## src/rtl/ram_pipe.sv

```systemverilog
// Byte-lane RAM with a self-clearing init sequence and a fixed-latency read pipeline.
// Out-of-range accesses are flagged rather than aliased.
module ram_pipe #(
  parameter int unsigned ADDR_WIDTH  = 4,
  parameter int unsigned DATA_WIDTH  = 32,
  parameter int unsigned LANE_WIDTH  = 8,
  parameter int unsigned DEPTH       = 16,
  parameter int unsigned RD_LATENCY  = 2,
  parameter bit          WRITE_FIRST = 1'b1
) (
  input  logic                                clk,
  input  logic                                rst,
  input  logic                                we,
  input  logic [ADDR_WIDTH-1:0]               wr_addr,
  input  logic [DATA_WIDTH-1:0]               wr_din,
  input  logic [(DATA_WIDTH/LANE_WIDTH)-1:0]  wr_be,
  input  logic                                re,
  input  logic [ADDR_WIDTH-1:0]               rd_addr,
  output logic [DATA_WIDTH-1:0]               rd_dout,
  output logic                                rd_valid,
  output logic                                rd_err,
  output logic                                wr_err,
  output logic                                busy
);

  localparam int unsigned NUM_LANES = DATA_WIDTH / LANE_WIDTH;
  localparam logic [ADDR_WIDTH:0]   DEPTH_X  = (ADDR_WIDTH+1)'(DEPTH);
  localparam logic [ADDR_WIDTH-1:0] LAST_PTR = ADDR_WIDTH'(DEPTH - 1);

  typedef enum logic {ST_INIT, ST_READY} state_e;

  state_e                  state_q, state_d;
  logic [ADDR_WIDTH-1:0]   ptr_q, ptr_d;
  logic                    busy_q, busy_d;
  logic                    wr_err_q, wr_err_d;

  logic [DATA_WIDTH-1:0]   mem [DEPTH];
  logic [NUM_LANES-1:0]    lane_we;
  logic [ADDR_WIDTH-1:0]   mem_waddr;
  logic [DATA_WIDTH-1:0]   mem_wdata;

  logic                    wr_acc, rd_acc, wr_in, rd_in;
  logic [DATA_WIDTH-1:0]   rd_word;

  logic [RD_LATENCY-1:0]   vld_q, vld_d, err_q, err_d, in_v, in_e;
  logic [DATA_WIDTH-1:0]   dat_q [RD_LATENCY];
  logic [DATA_WIDTH-1:0]   dat_d [RD_LATENCY];
  logic [DATA_WIDTH-1:0]   in_d  [RD_LATENCY];

  // State register
  always_ff @(posedge clk) begin
    if (rst) begin
      state_q <= ST_INIT;
      ptr_q   <= '0;
    end else begin
      state_q <= state_d;
      ptr_q   <= ptr_d;
    end
  end

  // Next state: walk the clear pointer through every word once
  always_comb begin
    state_d = state_q;
    ptr_d   = ptr_q;
    if (state_q == ST_INIT) begin
      ptr_d = ptr_q + ADDR_WIDTH'(1);
      if (ptr_q == LAST_PTR) begin
        state_d = ST_READY;
        ptr_d   = '0;
      end
    end
  end

  // Outputs: busy, request acceptance and the single memory write port
  always_comb begin
    busy_d    = (state_d == ST_INIT);
    wr_acc    = (state_q == ST_READY) && !rst && we;
    rd_acc    = (state_q == ST_READY) && !rst && re;
    wr_in     = {1'b0, wr_addr} < DEPTH_X;
    rd_in     = {1'b0, rd_addr} < DEPTH_X;
    wr_err_d  = wr_acc && !wr_in;
    lane_we   = '0;
    mem_waddr = wr_addr;
    mem_wdata = wr_din;
    if (state_q == ST_INIT) begin
      lane_we   = '1;
      mem_waddr = ptr_q;
      mem_wdata = '0;
    end else if (wr_acc && wr_in) begin
      lane_we   = wr_be;
    end
  end

  always_ff @(posedge clk) begin
    for (int l = 0; l < int'(NUM_LANES); l++) begin
      if (lane_we[l]) mem[mem_waddr][l*LANE_WIDTH +: LANE_WIDTH] <= mem_wdata[l*LANE_WIDTH +: LANE_WIDTH];
    end
  end

  // Read word at the request edge, optionally forwarding same-address write lanes
  always_comb begin
    rd_word = rd_in ? mem[rd_addr] : '0;
    if (WRITE_FIRST && wr_acc && wr_in && rd_in && (wr_addr == rd_addr)) begin
      for (int l = 0; l < int'(NUM_LANES); l++) begin
        if (wr_be[l]) rd_word[l*LANE_WIDTH +: LANE_WIDTH] = wr_din[l*LANE_WIDTH +: LANE_WIDTH];
      end
    end
  end

  // Read pipeline; the last stage holds its data between valid pulses
  always_comb begin
    in_v    = '0;
    in_e    = '0;
    in_v[0] = rd_acc;
    in_e[0] = !rd_in;
    in_d[0] = rd_word;
    for (int s = 1; s < int'(RD_LATENCY); s++) begin
      in_v[s] = vld_q[s-1];
      in_e[s] = err_q[s-1];
      in_d[s] = dat_q[s-1];
    end
    vld_d = in_v;
    err_d = in_v & in_e;
    for (int s = 0; s < int'(RD_LATENCY); s++) dat_d[s] = in_d[s];
    if (!in_v[RD_LATENCY-1]) dat_d[RD_LATENCY-1] = dat_q[RD_LATENCY-1];
  end

  always_ff @(posedge clk) begin
    if (rst) begin
      vld_q    <= '0;
      err_q    <= '0;
      wr_err_q <= 1'b0;
      busy_q   <= 1'b1;
      for (int s = 0; s < int'(RD_LATENCY); s++) dat_q[s] <= '0;
    end else begin
      vld_q    <= vld_d;
      err_q    <= err_d;
      wr_err_q <= wr_err_d;
      busy_q   <= busy_d;
      for (int s = 0; s < int'(RD_LATENCY); s++) dat_q[s] <= dat_d[s];
    end
  end

  assign rd_dout  = dat_q[RD_LATENCY-1];
  assign rd_valid = vld_q[RD_LATENCY-1];
  assign rd_err   = err_q[RD_LATENCY-1];
  assign wr_err   = wr_err_q;
  assign busy     = busy_q;

endmodule

```

## config.mk

```make
export PLATFORM = sky130hd
export DESIGN_NAME = ram_pipe
export DESIGN_NICKNAME = d
export VERILOG_FILES = /design/src/rtl/ram_pipe.sv
export SDC_FILE = /design/constraint.sdc
export NUM_CORES = 1
export LEC_CHECK = 0
export CORE_MARGIN = 3
export CORE_UTILIZATION = 55
export DETAILED_ROUTE_END_ITERATION = 12
export PLACE_DENSITY_LB_ADDON = 0.05
export SLEW_MARGIN = 10
export SYNTH_ARGS = -nofsm -noshare
export SYNTH_HDL_FRONTEND = slang
export SYNTH_SLANG_ARGS = --single-unit
export TNS_END_PERCENT = 5
```

## constraint.sdc

```tcl
create_clock -name clk -period 2.3 [get_ports clk]
set_clock_uncertainty 0.2 [all_clocks]
set_input_delay 0.345 -clock clk [delete_from_list [all_inputs] [get_ports clk]]
set_output_delay 0.345 -clock clk [all_outputs]
set_load 0.01 [all_outputs]
```

Word level (Yosys, flattened, before mapping)
Memory sizes are Yosys's and may differ from the RTL's.
Cells that the tools add are included.

cells by class
  equality and inequality tests = 2
  bitwise logic cells = 4
  reductions and logical operators = 5
  add/subtract/negate cells = 1
  mux-type cells = 26

operator list
  operator               count
  $mux W32               5
  $mux W8                4
  $mux W4                4
  $mux W1                13
  $add A4 B1 Y4 const B  1
  $eq A4 B4 Y1           1
  $eq A4 B4 Y1 const B   1
  $logic_and A1 B1 Y1    4
  $and A2 B2 Y2          1
  $or A1 B1 Y1           2
  $logic_not A1 Y1       1
  $not A1 Y1             1

word-level totals
  logic and storage cells = 45
  input bits = 48
  memories = 2
  RAM bits = 576
  register bits = 10
  output and inout bits = 36

memories
  memory  words  bits a word  read ports  clocked after memory_dff  write ports  line  text
  mem     16     32           1           0                         1            37    logic [DATA_WIDTH-1:0] mem [DEPTH];
  dat_q   2      32           2           0                         2            46    logic [DATA_WIDTH-1:0] dat_q [RD_LATENCY];

Longest topological paths before layout
Gate-level depths: netlist of run 1.

  word-level depth = 7
  depth in mapped cells = 8
  mapped depth without buffers = 5

Worst setup path before layout of run 1
No wires, ideal clock.

  path type = register to register
  start point = register state_q
  end point = memory mem[11][10] (enable)
  library setup time = 0.370 ns
  stages on the path, launching flop included = 7
  data required time = 1.730 ns
  data arrival time = 1.705 ns
  path buffers = 2
  path slack = 0.024 ns
  period minus slack after synthesis = 2.276 ns
  cell sequence = dfxtp_1 > clkbuf_1 > clkbuf_1 > nand2_1 > o22ai_1 > nand2_1 > nor2_1

between the ends
  cells in the longest elaborated chain, start to end = 6
  elaborated cells on any way between the ends = 7
  those cells by class = 5 x mux; 2 x reduce/logical

RTL lines
  item                              line  text
  start, declared                   32    state_e state_q, state_d;
  start signal, assigned            56    state_q <= state_d;
  $logic_and A1 B1 Y1 (2 in a row)  77    wr_acc = (state_q == ST_READY) && !rst && we;
  $mux W4                           89    end else if (wr_acc && wr_in) begin
  $mux W4                           85    if (state_q == ST_INIT) begin
  $mux W1                           96    if (lane_we[l]) mem[mem_waddr][l*LANE_WIDTH +: LANE_WIDTH] <= mem_wdata[l*LANE_WIDTH +: LANE_WIDTH];
  $mux W1 (not written as such)     96
  end, declared                     37

Parallel ways exist; a longest one is shown, timed or not.

Worst setup path after layout of run 1
  start point = register state_q
  end point = memory mem[4][27] (enable)

The elaborated chain is that of the path after synthesis.

==> impl_results.md, run 1 <==
- Final WS setup: 104 ps
- Congestion Overflow GR: 0
- Final Slew Violations: 0
- Hold worst-path end: vld_q[0]
- Final Net Count: 1446
- Post-route setup TNS: 0 ps
- Post-CTS Hold Fix Bufs: 0
- Reg2Reg Depth: 4
- Path category of the worst min-delay check: in2reg
- RR Endpoint: mem[4][27]
- Clk_lat worst skew: 600 ps
- Max cap viols: 0
- Global-route wire length before repair: 73.9 mm
- Placement Setup Slack: -384 ps
- HP Start: re
- Final HPWL DP: 32.6 mm
- Largest net degree at the start of global routing: 44
- GRT Total Usage: 22.8%
- Gpl congestion: 0.849
- Hold slack: 135 ps
- Top FF cell, synth: edfxtp_1
- H-tree levels: 2
- Worst-path maximum fanout: 16
- # IOs: 84
- Tot Pwr: 21.8 mW
- VDD IR max: 0.689 mV
- Maximum clock path buffer count: 3
- WP data required: 2390 ps
- Std-Cell Rows: 73
- Leak: 9.37 nW
- Crit Path Class: reg2reg
- Nature of the critical path startpoint: flip-flop
- Simple-gate share of the synthesized area: 4.03%
- Mapped Cells: 1183
- DRT Pass-1 Iters: 5
- DP Area: 25000 µm²
- Synthesis-to-finish area growth: 18.9%
- Die area: 43400 µm²
- TritonCTS clock tree: yes
- Post-cts resize count: 0
- PD cells: 814 nW/µm²
- FF-to-FF Start: state_q
- Number of global-route vias before repair: 11568
- Post-synthesis adder-cell area fraction: 0.0555%
- Chip Height: 208 µm
- Initial core utilization: 56.2%
- Die X: 208 µm
- Post-Syn Area: 22500 µm²
- Async set or reset register ratio after synthesis: 0%
- Critical path data arrival time: 2290 ps
- Unrepaired setup endpoints after global routing: false
- Fillers: 2699
- # diodes: 0
- Final setup viols: 0
- Final Cycle Share: 95.5%
- Worst Setup End Kind: flip-flop
- Rel. slew slack: 60.6%
- Ratio of cells with drive above 1 in the final layout: 27.4%
- Clock buffer count from CTS: 57
- Reg clk slew, reported paths: 60 ps
- Number of port buffers: 81
- Mux cell area share after synthesis: 14.3%
- XOR/XNOR share of the synthesized area: 0.194%
- Non-Filler Instances: 1968
- DRT iter0 DRCs: 1107
- Synth Area in Compound Gates: 4.00%
- Synth unique cells: 34
- Post-CTS Setup Inserts: 0
- Core area: 40100 µm²
- Antenna viol nets, final: 0
- DRC Markers: 0
- Design area: 26800 µm²
- Achievable frequency: 455 MHz
- Hold Fails Final Rpt: 0
- Initial antenna violation count: 0
- Tmin final: 2200 ps
- Vias per cell: 5.84
- Syn Area/Cell: 19.1 µm²
- Yosys warns: 0
- Largest family of logic cells by synthesized area: multiplexers
- Via count: 11502
- #FFs+latches synth: 584
- Hold Crit Depth: 2
- Fin util: 66.8%
- Measured slew at the worst slew-check pin: 592 ps
- Reg-to-reg slack, setup: 100 ps
- CTS root buf: clkbuf_16
- Post-synth EDFFs: 512
- Dpl cells: 1863
- Post-synthesis sequential area ratio: 74.6%
- Routed wire length: 49.0 mm
- Clock sinks: 584
- DR WL/cell: 24.9 µm
- Status: finished clean
[how the worst max path moves through the flow]
stage                    start     endpoint  slack (ps)  depth (start not counted)
CTS                   ptr_q[1]   mem[6][26]          -6                          5
detailed placement  wr_addr[2]   mem[2][13]        -380                          7
global placement    wr_addr[2]    mem[2][2]        -290                          7
finish                 state_q   mem[4][27]         100                          4
floorplan              state_q  mem[11][10]          20                          6
global route          ptr_q[3]   mem[8][16]          10                          6
[sequential cells by signal, summed over array words and instances (netlist names)]
name / flops
mem: 512
dat_q: 64
ptr_q: 4
state_q: 1
vld_q: 2
busy: 1
[Yosys cell counts, types with 3 or more instances]
| master | instances | area share (%) |
|---|---|---|
| edfxtp_1 | 512 | 68 |
| mux4_2 | 128 | 13 |
| nor2_1 | 103 | 1.7 |
| dfxtp_1 | 72 | 6.4 |
| a22oi_1 | 64 | 2.1 |
| nand2_1 | 52 | 0.87 |
| buf_4 | 39 | 1.3 |
| clkbuf_1 | 34 | 0.57 |
| and2_1 | 33 | 0.92 |
| mux2i_1 | 33 | 1.5 |
| a22o_1 | 32 | 1.2 |
| buf_1 | 10 | 0.17 |
| buf_6 | 10 | 0.50 |
| and3_1 | 6 | 0.17 |
| buf_2 | 6 | 0.13 |
| inv_1 | 5 | 0.083 |
| nor2b_1 | 5 | 0.14 |
| a21boi_1 | 4 | 0.13 |
| a31oi_1 | 4 | 0.11 |
| clkbuf_2 | 4 | 0.089 |
| o32ai_1 | 4 | 0.16 |
| a21oi_1 | 3 | 0.067 |
| nand2b_1 | 3 | 0.083 |
| xor2_1 | 3 | 0.12 |
[cell usage in the layout (no fill, tap or decap), types with 16 or more instances in the layout]
cell type,count
nor2_1,102
clkdlybuf4s50_1,78
a22oi_1,64
buf_12,21
buf_4,156
edfxtp_1,512
and2_1,33
nand2_1,50
mux2i_1,33
clkbuf_16,59
mux4_2,128
a22o_1,32
dfxtp_1,70
clkbuf_1,16
[critical path, cell delays in order, from the launching register on]
cell and delay (ps):
dfxtp_4 410, o32ai_1 490, nand2_1 380, nor2_1 190, buf_4 210
[kinds of logic after synthesis]
logic type	count (synthesis)
and+or+nand+nor	207
adders and majority gates	1
other	1
xor gates and xnor gates	5
buffers and inverters	108
AOI/OAI and AO/OA	116
muxes	161
DFF	584
[cell type report]
cell class	instances	area, µm²	share of cell area [%]
inverters	5	18.8	0.0701
clock buffers	75	1540	5.74
multi-input cells	492	5110	19.1
well taps	525	657	2.45
clock inverters	30	250	0.934
flip-flops and latches	584	16800	62.8
repair buffers	257	2390	8.93
[report_power, final]
part,internal [mW],switching (mW)
clock,5.13,3.77
combinational,0.584,0.602
sequential,11.6,0.0755
total,17.4,4.45
[metal layers]
| layer | GRT usage, % | vias up | routed length (µm) |
|---|---|---|---|
| met5 | 0 | - | 0 |
| met4 | 5.25 | 0 | 760 |
| met3 | 3.77 | 56 | 3090 |
| met2 | 35.8 | 390 | 23900 |
| met1 | 34.2 | 5935 | 21300 |
| li1 | - | 5121 | - |
Note: power is estimated with default switching activity, not from simulation.
==> run 2, diff against run 1 <==
- CORE_UTILIZATION: 55 -> 45
==> impl_results.md, run 2 (same netlist as run 1, synthesis figures left out) <==
- TritonCTS clock tree: yes
- Routed wire length: 52.8 mm (+7.6%)
- Die area: 52800 µm² (+22%)
- H-tree levels: 2 (unchanged)
- Die X: 230 µm (+10%)
- Reg2Reg Depth: 6 (+2)
- GRT Total Usage: 20.2% (-2.5 points)
- Leak: 9.50 nW (+1.4%)
- Final Slew Violations: 0 (unchanged)
- Global-route wire length before repair: 79.2 mm (+7.2%)
- Number of global-route vias before repair: 11895 (+2.8%)
- Tmin final: 2280 ps (+79.5 ps)
- Hold Fails Final Rpt: 0 (unchanged)
- Ratio of cells with drive above 1 in the final layout: 28.0% (+0.58 points)
- Crit Path Class: reg2reg
- Most frequent cells in the layout: 512 x edfxtp_1, 168 x buf_4, 128 x mux4_2, 102 x nor2_1, 78 x clkdlybuf4s50_1
- Worst Setup End Kind: flip-flop
- Core area: 49300 µm² (+23%)
- Final WS setup: 24.0 ps (-79.5 ps)
- Top reg by flops: mem
- VDD IR max: 0.516 mV (-25%)
- Achievable frequency: 439 MHz (-3.5%)
- Placement Setup Slack: -395 ps (-10.4 ps)
- Synthesis-to-finish area growth: 20.7%
- Maximum clock path buffer count: 3 (unchanged)
- Final Net Count: 1456 (+0.69%)
- DRT iter0 DRCs: 960 (-13%)
- CTS root buf: clkbuf_16
- Status: finished clean
- Clk_lat worst skew: 600 ps (about the same)
- Reg clk slew, reported paths: 60 ps (about the same)
- Initial core utilization: 45.8% (-10 points)
- Path category of the worst min-delay check: in2reg
- Congestion Overflow GR: 0 (unchanged)
- Flip-flop count of the largest register after layout: 512 (unchanged)
- DR WL/cell: 24.9 µm (-0.19%)
- Biggest regs: mem: 512 flops, dat_q: 64 flops, ptr_q: 4 flops
- Final HPWL DP: 34.5 mm (+5.9%)
- Std-Cell Rows: 81 (+11%)
- Clock sinks: 584 (unchanged)
- Gpl congestion: 0.832 (-2.0%)
- Initial antenna violation count: 0 (unchanged)
- Critical path data arrival time: 2370 ps (+80 ps)
- Number of port buffers: 81 (unchanged)
- Commonest non-fill, non-tap cell in the layout: edfxtp_1
- Chip Height: 230 µm (+10%)
- Clock buffer count from CTS: 59 (+3.5%)
- # IOs: 84 (unchanged)
- WP data required: 2400 ps (about the same)
- Fillers: 3936 (+46%)
- Post-CTS Hold Fix Bufs: 0 (unchanged)
- Vias per cell: 5.47 (-6.4%)
- Antenna viol nets, final: 0 (unchanged)
- DRT Pass-1 Iters: 6 (+1)
- Hold slack: 136 ps (+1.62 ps)
- Measured slew at the worst slew-check pin: 1170 ps (+577 ps)
- Nature of the critical path startpoint: flip-flop
- Unrepaired setup endpoints after global routing: true
- Final setup viols: 0 (unchanged)
- Final Cycle Share: 99.0% (+3.5 points)
- Via count: 11603 (+0.88%)
- DRC Markers: 0 (unchanged)
- Rel. slew slack: 21.9% (-39 points)
- Max cap viols: 0 (unchanged)
- Worst-path maximum fanout: 14 (-2)
- PD cells: 836 nW/µm² (+2.7%)
- Hold Crit Depth: 2 (unchanged)
- Largest net degree at the start of global routing: 44 (unchanged)
-- run 2: cell types whose count changed in the layout (fill, tap and decap cells not counted), moves of 3 or more --
cell and delta:
clkinv_1 +3, clkbuf_8 +5, clkinv_2 -5, clkbuf_16 +3, bufinv_16 +4, buf_4 +12
buf_12 -5
-- run 2: layer usage --
metal	share of wire [%]	vias up	global-route usage (%)
li1	-	5157	-
met1	45	6064	29.7
met2	47	313	31.7
met3	6.3	69	4.35
met4	1.7	0	4.21
met5	0	-	0
-- run 2: cell type report --
| type | count | area, µm² | area share (%) |
|---|---|---|---|
| clock buffer | 82 | 1680 | 6.16 |
| inverter | 5 | 18.8 | 0.0690 |
| antenna | 2 | 5.00 | 0.0184 |
| multi-input combinational | 492 | 5140 | 18.9 |
| sequential | 584 | 16800 | 61.8 |
| tap | 664 | 831 | 3.05 |
| timing repair buffer | 265 | 2390 | 8.79 |
| clock inverter | 28 | 323 | 1.19 |
-- run 2: through the flow --
step | util [%] | TNS [ps] | cell area (µm²) | total power, mW | std cells
after global routing | 55.2 | -732 | 27200 | 23.5 | 2120
after detailed placement | 51.1 | -129080 | 25200 | 13.2 | 2010
after global placement | 51.1 | -113210 | 25200 | 13.2 | 2010
after CTS | 55.2 | 0 | 27200 | 23.0 | 2120
final | 55.2 | 0 | 27200 | 22.7 | 2122
after floorplan | - | 0 | 22500 | 12.6 | 1184
-- run 2: timing repair --
item | in CTS | in global routing
cloned | 0 | 0
buffers inserted | 0 | 0
endpoints found under the setup margin | 16 | 192
resized for setup | 1 | 4
pin swaps | 0 | 0
endpoints found under the hold margin | 0 | 0
-- run 2: final timing paths --
| check | start | slack (ps) | to |
|---|---|---|---|
| worst max-delay path | state_q | 20 | mem[1][17] |
| worst min-delay path | re | 140 | vld_q[0] |
| worst max register to register | state_q | 20 | mem[1][17] |
| worst min register to register | dat_q[0][13] | 260 | dat_q[0][45] |
-- run 2: power by group --
| group | switching, mW | total [mW] | internal [mW] |
|---|---|---|---|
| Combinational | 0.639 | 1.23 | 0.589 |
| Sequential | 0.0701 | 11.7 | 11.6 |
| Clock | 3.85 | 9.80 | 5.94 |
-- run 2: worst max-delay path, stage by stage (launching register included) --
cell       delay, ps
dfxtp_2          490
nand2_1          110
o2bb2ai_1        330
nand2_1          250
buf_4            210
nor2_1           150
buf_4            220
==> run 3, diff against run 2 <==
- ABC_CLOCK_PERIOD_IN_PS: not set -> 2300
- SKIP_LAST_GASP: not set -> 1
==> impl_results.md, run 3 (same netlist as run 1, synthesis figures left out) <==
- Post-CTS Hold Fix Bufs: 0 (unchanged)
- Flip-flop count of the largest register after layout: 512 (unchanged)
- Clock buffer count from CTS: 59 (unchanged)
- Post-CTS Setup Inserts: 0 (unchanged)
- Top reg by flops: mem
- Die area: 52800 µm² (unchanged)
- Max cap viols: 0 (unchanged)
- Ratio of cells with drive above 1 in the final layout: 27.7% (-0.21 points)
- Clock sinks: 584 (unchanged)
- Hold Crit Depth: 2 (unchanged)
- Largest net degree at the start of global routing: 44 (unchanged)
- DRT Pass-1 Iters: 7 (+1)
- Nature of the critical path startpoint: flip-flop
- Tmin final: 2320 ps (+45.0 ps)
- CP startpoint: state_q
- Clk_lat worst skew: 600 ps (about the same)
- Final Cycle Share: 101% (+2.0 points)
- DRT iter0 DRCs: 1022 (+6.5%)
- CTS root buf: clkbuf_16
- Commonest non-fill, non-tap cell in the layout: edfxtp_1
- Std-Cell Rows: 81 (unchanged)
- Highest metal used: met4
- Reg clk slew, reported paths: 60 ps (about the same)
- Crit Path Class: reg2reg
- Fillers: 3935 (-0.025%)
- Tot Pwr: 22.7 mW (about the same)
- Met2 routed WL: 24.8 mm (-0.44%)
- Maximum clock path buffer count: 3 (unchanged)
- Cell Int Power: 18.2 mW (about the same)
- Final HPWL DP: 34.5 mm (unchanged)
- Failing checks: negative setup slack
- Measured slew at the worst slew-check pin: 1170 ps (+2.03 ps)
- Via count: 11547 (-0.48%)
- HP Start: re
- Biggest regs: mem: 512 flops, dat_q: 64 flops, ptr_q: 4 flops
- FF-to-FF Start: state_q
- Rel. slew slack: 21.8% (-0.14 points)
- RR Endpoint: mem[2][9]
- Worst-path maximum fanout: 14 (unchanged)
- Die X: 230 µm (unchanged)
- Gpl congestion: 0.832 (unchanged)
- Most frequent cells in the layout: 512 x edfxtp_1, 168 x buf_4, 128 x mux4_2, 102 x nor2_1, 78 x clkdlybuf4s50_1
- DR WL/cell: 24.9 µm (about the same)
- Core area: 49300 µm² (unchanged)
- Unrepaired setup endpoints after global routing: true
- Met1 wire length: 23.9 mm (+1.2%)
- Global-route wire length before repair: 79.2 mm (unchanged)
- # diodes: 0 (-2)
- Synthesis-to-finish area growth: 20.6% (about the same)
- # IOs: 84 (unchanged)
- Leak: 9.50 nW (about the same)
- Combinational power share: 5.4% (about the same)
- Chip Height: 230 µm (unchanged)
- Sw Share: 20.1% (about the same)
- GRT Total Usage: 20.2% (unchanged)
- Achievable frequency: 431 MHz (-1.9%)
- Path category of the worst min-delay check: in2reg
- Final WS setup: -20.9 ps (-45.0 ps)
- Clock network fraction of design power: 43.1% (about the same)
- Final Slew Violations: 0 (unchanged)
- Final setup viols: 9 (+9)
- Congestion Overflow GR: 0 (unchanged)
- DRC Markers: 0 (unchanged)
- Status: finished with violations
- Reg2Reg Depth: 6 (unchanged)
- Antenna viol nets, final: 0 (unchanged)
- Worst Setup End Kind: flip-flop
- VDD IR max: 0.517 mV (+0.11%)
- P_sw: 4.56 mW (about the same)
- Part of the power in registers: 51.5% (about the same)
- Reg-to-reg slack, setup: -20 ps (-40 ps)
- Hold worst-path end: vld_q[0]
- Vias per cell: 5.45 (-0.39%)
- Hold Fails Final Rpt: 0 (unchanged)
- WP data required: 2400 ps (about the same)
- Critical path data arrival time: 2420 ps (+50 ps)
- Post-route setup TNS: -131 ps (-131 ps)
- PD cells: 837 nW/µm² (about the same)
- H-tree levels: 2 (unchanged)
- Number of global-route vias before repair: 11895 (unchanged)
- Final Net Count: 1456 (unchanged)
- Initial antenna violation count: 0 (unchanged)
- TritonCTS clock tree: yes
- Routed wl met3: 3.14 mm (-5.4%)
- Routed wire length: 52.8 mm (about the same)
- Number of port buffers: 81 (unchanged)
- Initial core utilization: 45.8% (unchanged)
==> run 3: cell types whose count changed in the layout (fill, tap and decap cells not counted) <==
cell / delta
dfxtp_1: +1
o32ai_1: +1
diode_2: -2
o2bb2ai_1: +1
dfxtp_2: -1
o2bb2ai_2: -1
o32ai_2: -1
==> run 3: final cells by class <==
type	count	area, µm²	share of cell area (%)
clock buffers	82	1680	6.17
clock inverters	28	323	1.19
inverters	5	18.8	0.0690
multi-input cells	492	5120	18.8
flip-flops and latches	584	16800	61.9
well taps	664	831	3.06
repair buffers	265	2390	8.80
==> run 3: worst max path at each step <==
stage	endpoint	slack, ps	cells after the start
finish	mem[2][9]	-20	6
global route	mem[8][15]	-90	5
CTS	mem[2][9]	40	6
detailed placement	mem[2][12]	-390	8
global placement	mem[1][1]	-390	7
floorplan	mem[11][10]	20	6
==> run 3: worst max-delay path, cell delays in order, from the launching register on <==
cell     delay (ps)
dfxtp_2         400
o32ai_1         510
buf_4           200
nand2_1         140
buf_4           200
nor2_1          150
buf_4           220
==> run 3: power by group through the flow <==
stage                     clock network (mW)  logic, mW  registers, mW
after global placement                     0       1.25           11.9
after global routing                    10.5       1.32           11.7
final                                   9.80       1.23           11.7
after CTS                               10.0       1.25           11.7
after detailed placement                   0       1.25           11.9
after floorplan                            0      0.687           11.9
==> run 3: layer usage <==
metal	up-vias	track usage (%)
met4	0	4.21
met5	-	0
met2	301	31.7
li1	5150	-
met3	71	4.35
met1	6025	29.7
==> run 3: stage by stage <==
stage | setup slack (ps) | util, % | cell area, µm² | hold WS [ps] | std cells
CTS | 40.7 | 55.2 | 27200 | 92.5 | 2120
detailed placement | -395 | 51.1 | 25200 | 255 | 2010
floorplan | 24.4 | - | 22500 | 240 | 1184
global route | -87.5 | 55.2 | 27200 | 117 | 2120
global placement | -389 | 51.1 | 25200 | 248 | 2010
finish | -20.9 | 55.2 | 27200 | 137 | 2120
==> run 3: repair_timing <==
item / in CTS / in global routing
endpoints found under the setup margin: 16 / 192
gates cloned: 0 / 0
gates resized for setup: 1 / 1
